### config.mk
export PLATFORM = sky130hd
export DESIGN_NAME = fc_batch_sequencer
export DESIGN_NICKNAME = d
export VERILOG_FILES = /design/src/rtl/fc_batch_sequencer.sv
export SDC_FILE = /design/constraint.sdc
export NUM_CORES = 1
export LEC_CHECK = 0
export CAP_MARGIN = 20
export CORE_MARGIN = 5
export CORE_UTILIZATION = 40
export CTS_BUF_LIST = sky130_fd_sc_hd__clkbuf_8
export CTS_CLUSTER_SIZE = 10
export DETAILED_ROUTE_END_ITERATION = 8
export PLACE_DENSITY = 0.75
export SETUP_SLACK_MARGIN = 0.05
export SLEW_MARGIN = 20
export SYNTH_ARGS = -nofsm -noshare
export SYNTH_HDL_FRONTEND = slang
export SYNTH_SLANG_ARGS = --single-unit
export TNS_END_PERCENT = 30
### constraint.sdc
create_clock -name clk -period 6.5 [get_ports clk]
set_input_delay 1.3 -clock clk [delete_from_list [all_inputs] [get_ports clk]]
set_output_delay 1.3 -clock clk [all_outputs]
set_load 0.05 [all_outputs]
### src/rtl/fc_batch_sequencer.sv
// Mini-batch sequencer for the FC block: weight/input/answer load, run, backprop, batch update.
// Define FC_SEQ_WATCHDOG_EN to compile in a 16-bit watchdog on the FC wait states.
module fc_batch_sequencer #(
    parameter int FRT_CELL   = 14,
    parameter int MID_CELL   = 10,
    parameter int BCK_CELL   = 5,
    parameter int BATCH_SIZE = 32
) (
    input  logic        clk,
    input  logic        reset,
    input  logic        start,
    input  logic        load_weights,
    input  logic        s_valid,
    input  logic [15:0] s_data,
    output logic        s_ready,
    output logic        weight1,
    output logic        weight2,
    output logic        right_answer,
    output logic        enable,
    output logic        ex_we,
    output logic [15:0] ex_value,
    output logic [15:0] ex_addr,
    output logic        bck_prop_start,
    output logic        batch_end,
    input  logic        all_end,
    input  logic        fc_bck_prop_end,
    input  logic        fc_batch_end,
    output logic        busy,
    output logic        done,
    output logic        error,
    output logic [5:0]  sample_cnt
);
    localparam int W1_WORDS  = FRT_CELL * MID_CELL;
    localparam int W2_WORDS  = MID_CELL * BCK_CELL;
    localparam int IN_WORDS  = FRT_CELL;
    localparam int ANS_WORDS = BCK_CELL;

    typedef enum logic [3:0] {
        IDLE, LD_W1, LD_W2, LD_IN, LD_ANS, RUN, BPROP, BEND, DONE
    } state_t;

    state_t      state, state_nx;
    logic [15:0] word_cnt;
    logic [15:0] word_last;
    logic        first_q;
    logic [5:0]  sample_q;
    logic [5:0]  sample_inc;
    logic        error_q;
    logic        load_st;
    logic        accept;
    logic        last_word;
    logic        waiting;
    logic        wd_hit;
    logic        wd_trip;

    always_comb begin
        load_st   = 1'b0;
        word_last = '0;
        case (state)
            LD_W1: begin
                load_st   = 1'b1;
                word_last = 16'(W1_WORDS - 1);
            end
            LD_W2: begin
                load_st   = 1'b1;
                word_last = 16'(W2_WORDS - 1);
            end
            LD_IN: begin
                load_st   = 1'b1;
                word_last = 16'(IN_WORDS - 1);
            end
            LD_ANS: begin
                load_st   = 1'b1;
                word_last = 16'(ANS_WORDS - 1);
            end
            default: ;
        endcase
    end

    assign accept     = load_st & s_valid;
    assign last_word  = accept && (word_cnt == word_last);
    assign sample_inc = sample_q + 6'd1;
    assign waiting    = (state == RUN) || (state == BPROP) || (state == BEND);

`ifdef FC_SEQ_WATCHDOG_EN
    logic [15:0] wd_cnt;

    assign wd_hit = (wd_cnt == 16'hFFFF);

    always_ff @(posedge clk) begin
        if (reset)
            wd_cnt <= '0;
        else if (state_nx != state)
            wd_cnt <= '0;
        else if (waiting)
            wd_cnt <= wd_cnt + 16'd1;
    end
`else
    assign wd_hit = 1'b0;
`endif

    always_comb begin
        state_nx = state;
        wd_trip  = 1'b0;
        case (state)
            IDLE:
                if (start)
                    state_nx = load_weights ? LD_W1 : LD_IN;
            LD_W1:  if (last_word) state_nx = LD_W2;
            LD_W2:  if (last_word) state_nx = LD_IN;
            LD_IN:  if (last_word) state_nx = LD_ANS;
            LD_ANS: if (last_word) state_nx = RUN;
            RUN:
                if (all_end)
                    state_nx = BPROP;
                else if (wd_hit)
                    wd_trip = 1'b1;
            BPROP:
                if (fc_bck_prop_end)
                    state_nx = (sample_inc == 6'(BATCH_SIZE)) ? BEND : LD_IN;
                else if (wd_hit)
                    wd_trip = 1'b1;
            BEND:
                if (fc_batch_end)
                    state_nx = DONE;
                else if (wd_hit)
                    wd_trip = 1'b1;
            DONE:    state_nx = IDLE;
            default: state_nx = IDLE;
        endcase
        if (wd_trip)
            state_nx = IDLE;
    end

    always_ff @(posedge clk) begin
        if (reset) begin
            state    <= IDLE;
            word_cnt <= '0;
            first_q  <= 1'b0;
            sample_q <= '0;
            error_q  <= 1'b0;
        end else begin
            state   <= state_nx;
            // marks the first cycle of every state for the single-cycle pulses
            first_q <= (state_nx != state);
            if (state_nx != state)
                word_cnt <= '0;
            else if (accept)
                word_cnt <= word_cnt + 16'd1;
            if (state == IDLE && start)
                sample_q <= '0;
            else if (state == BPROP && fc_bck_prop_end)
                sample_q <= sample_inc;
            if (state == IDLE && start)
                error_q <= 1'b0;
            else if (wd_trip)
                error_q <= 1'b1;
        end
    end

    assign s_ready        = load_st;
    assign ex_we          = accept;
    assign ex_value       = accept ? s_data : 16'd0;
    assign ex_addr        = accept ? word_cnt : 16'd0;
    assign weight1        = (state == LD_W1);
    assign weight2        = (state == LD_W2);
    assign right_answer   = (state == LD_ANS);
    assign enable         = (state == RUN);
    assign bck_prop_start = (state == BPROP) && first_q;
    assign batch_end      = (state == BEND) && first_q;
    assign busy           = (state != IDLE);
    assign done           = (state == DONE);
    assign error          = error_q;
    assign sample_cnt     = sample_q;
endmodule

==> results by group <==
CTS
  – CTS max path bufs: 2
  – H-tree depth: 1
  – Clk slew on worst S/H paths: 90 ps
  – CTS tree: built
  – Root Buffer: clkbuf_8
  – Skew-Pair Late Insertion Delay: 280 ps
  – Cts bufs inserted: 3
  – PostCTS Resize Cnt: 0
  – Hold buffer count at CTS: 0
  – Sink Count: 27
  – Setup Fix Bufs, Post-CTS: 0

Die
  – Total die area: 6840 um^2
  – # IOs: 73
  – Cell Rows: 26
  – Core area: 5110 um^2
  – Initial core utilization: 0.414
  – Die X: 82.7 um
  – Die H: 82.7 um

Timing
  – Slew Viols, Final: 0
  – Setup TNS: 0 ps
  – Clk_skew: 10.4 ps
  – RSZ-0062 raised after global routing: false
  – Normalized max-slew margin: 0.317
  – Min Hold Slack: 576 ps
  – Worst-Margin Slew: 1020 ps
  – Final min period: 4980 ps
  – Final worst-path cycle share: 0.766
  – Endpoints failing setup: 0
  – Max Freq: 0.201 GHz
  – Hold violation total from the final report: 0

Drt
  – Drt drc: 0
  – Post-route ant nets: 0
  – WL/cell: 14.3 um
  – DR vias: 1968
  – Via/cell ratio: 5.15
  – Routed Wire Length: 5470 um
  – DR iter-0 viols: 106
  – DRT Pass-1 Iters: 4

Global routing
  – First-pass GRT wire length: 9010 um
  – Antenna violations before repair: 0
  – Global route overflow: 0
  – GR Util All Layers: 0.166
  – Number of global-route vias before repair: 1893
  – Pin count of the biggest net entering global routing: 29

Min path
  – WHS Endpoint: sample_cnt[5]$_SDFFE_PP0P_
  – Hold Path Stages: 2
  – Hold Path Class: register to register
  – HP Start: sample_cnt[5]$_SDFFE_PP0P_

Logic synthesis
  – Post-synth top flop: dfxtp_1
  – Cell area after synthesis: 2110 um^2
  – Ys async rst share: 0
  – Synth area leader: dfxtp_1
  – Syn_nets: 282
  – Yosys warns: 0
  – Yosys cell types: 53
  – Register area share after synthesis: 0.256
  – Share of the synthesized area in the top cell type: 0.256
  – #FFs+latches synth: 27
  – Gate Count Post-Synth: 255
  – Synth area leaders: dfxtp_1 (26%), and2_1 (9.8%), xnor2_1 (6.6%), nor4_2 (5.3%), xor2_1 (3.7%)
  – Syn Area/Cell: 8.29 um^2
  – Number of synthesized flops with an enable pin: 0

Critical path
  – Critical Path Start Type: input pin
  – R2R depth: 6
  – R2r startpoint: state[0]$_SDFF_PP0_
  – Crit path buf inv count: 3
  – Cell mode on critical path: clkdlybuf4s50_1
  – R2R setup slack: 3260 ps
  – Arrival time at the worst endpoint: 3680 ps
  – Largest stage delay on the critical path: 800 ps
  – Worst-path cell chain: clkdlybuf4s50_1 > nor2b_1 > and3_1 > buf_4 > and2_1 > clkdlybuf4s50_1
  – Worst R2R End: word_cnt[2]$_SDFFE_PP0P_
  – Worst path required time: 5200 ps
  – Slowest cell on crit path: clkdlybuf4s50_1
  – Critical path class: input pin to output port
  – Delay-heaviest family, CP: buffers and inverters
  – CP endpoint kind: output port
  – CP Max Fanout: 21

Cells and area
  – Share of cells above drive strength 1: 0.0929
  – Nets: 340
  – Final core utilization: 0.558
  – Layout area overhead: 34.8%
  – ANT cells: 0
  – Final std cells w/o fill: 382

Power and ir drop
  – Pwr Total: 450 uW
  – Static leakage: 0.953 nW
  – Maximum vdd drop: 0.0000757 V
  – Total power divided by cell area: 158 nW/um^2

Placement
  – Placed Cells: 378
  – Port-buffer cells: 71
  – Gpl congestion: 0.874
  – Detailed placement HPWL: 4110 um

Run
  – # Max-Cap Violations: 0

Run status
  – Outcome: complete, no violations
## registers in the layout, indices dropped and copies added, names as in the netlist
name,flops
first_q,1
sample_cnt,6
state,4
word_cnt,16
## worst reg2reg max path, stage by stage (launching register included)
cell	delay, ps
dfxtp_1	1010
nor4b_2	460
nand3_1	140
a221oi_2	360
nand3_2	140
a221oi_4	850
nor4_1	140
## cell families (layout without fill, tap and decap cells)
group / count (synthesis) / after routing / synth area share
and+or+nand+nor: 139 / 139 / 0.416
AOI/OAI and AO/OA: 28 / 28 / 0.109
DFF: 27 / 27 / 0.256
buffers and inverters: 26 / 83 / 0.0675
xor gates and xnor gates: 25 / 25 / 0.104
muxes: 6 / 6 / 0.0284
adders and majority gates: 3 / 3 / 0.0178
other: 1 / 1 / 0.00177
## cell usage after synthesis, types with 4 or more instances
master and number:
and2_1 33, dfxtp_1 27, nor2_1 19, xnor2_1 16, nand2_1 13, nor3_1 11
nor4_1 11, nor4_2 9, xor2_1 9, clkbuf_1 7, inv_1 7, nand3_1 7
o21ai_0 7, and3_1 6, mux2i_1 6, a21oi_1 5, nand4_1 5, or3_1 5
buf_6 4
## area by class of cell
class | instances | area (um^2)
clock inverter | 1 | 5.00
timing repair buffer | 72 | 718
tap | 70 | 87.6
multi-input combinational | 202 | 1430
sequential | 27 | 541
fill | 494 | 2260
clock buffer | 3 | 41.3
inverter | 7 | 26.3
## layer usage
layer	vias to the layer above	global-route usage	share of wire
met4	0	0.0425	0.0059
met5	-	0	0
li1	1010	-	-
met1	908	0.213	0.46
met2	44	0.285	0.49
met3	6	0.0315	0.046
## power breakdown
part           internal, mW  switching [mW]
logic                0.0640           0.105
clock network        0.0431          0.0553
registers             0.169          0.0142
total                 0.276           0.174
## how the worst max path moves through the flow
stage / start / to / slack (ps) / cells after the start
5_1_grt: s_valid / ex_value[4] / 1340 / 6
3_5_place_dp: s_valid / ex_addr[12] / 1500 / 6
3_3_place_gp: s_valid / ex_value[0] / 1540 / 6
4_1_cts: s_valid / ex_addr[12] / 1500 / 6
2_1_floorplan: s_valid / ex_addr[10] / 2310 / 5
6_report: s_valid / ex_value[5] / 1520 / 6
## metrics by stage
stage / cell area, um^2 / setup slack [ps]
final: 2850 / 1520
after global routing: 2850 / 1340
after CTS: 2850 / 1500
after detailed placement: 2800 / 1500
after global placement: 2800 / 1540
after floorplan: 2110 / 2310
## cell usage in the layout (no fill, tap or decap), types with 3 or more instances in the layout
master	Yosys	layout
nor4_1	11	11
ha_1	3	3
clkdlybuf4s50_1	0	71
nor4_2	9	9
and2_1	33	33
nand3_1	7	7
mux2i_1	6	6
clkbuf_8	0	3
xor2_1	9	9
a21oi_1	5	5
xnor2_1	16	16
nor2b_1	3	3
nand4_1	5	5
or3_1	5	5
nor3_1	11	11
nand2_1	13	13
o21ai_0	7	7
nor2_1	19	19
and3_1	6	6
inv_1	7	7
dfxtp_1	27	27
Power figures use the tool's default switching activity.
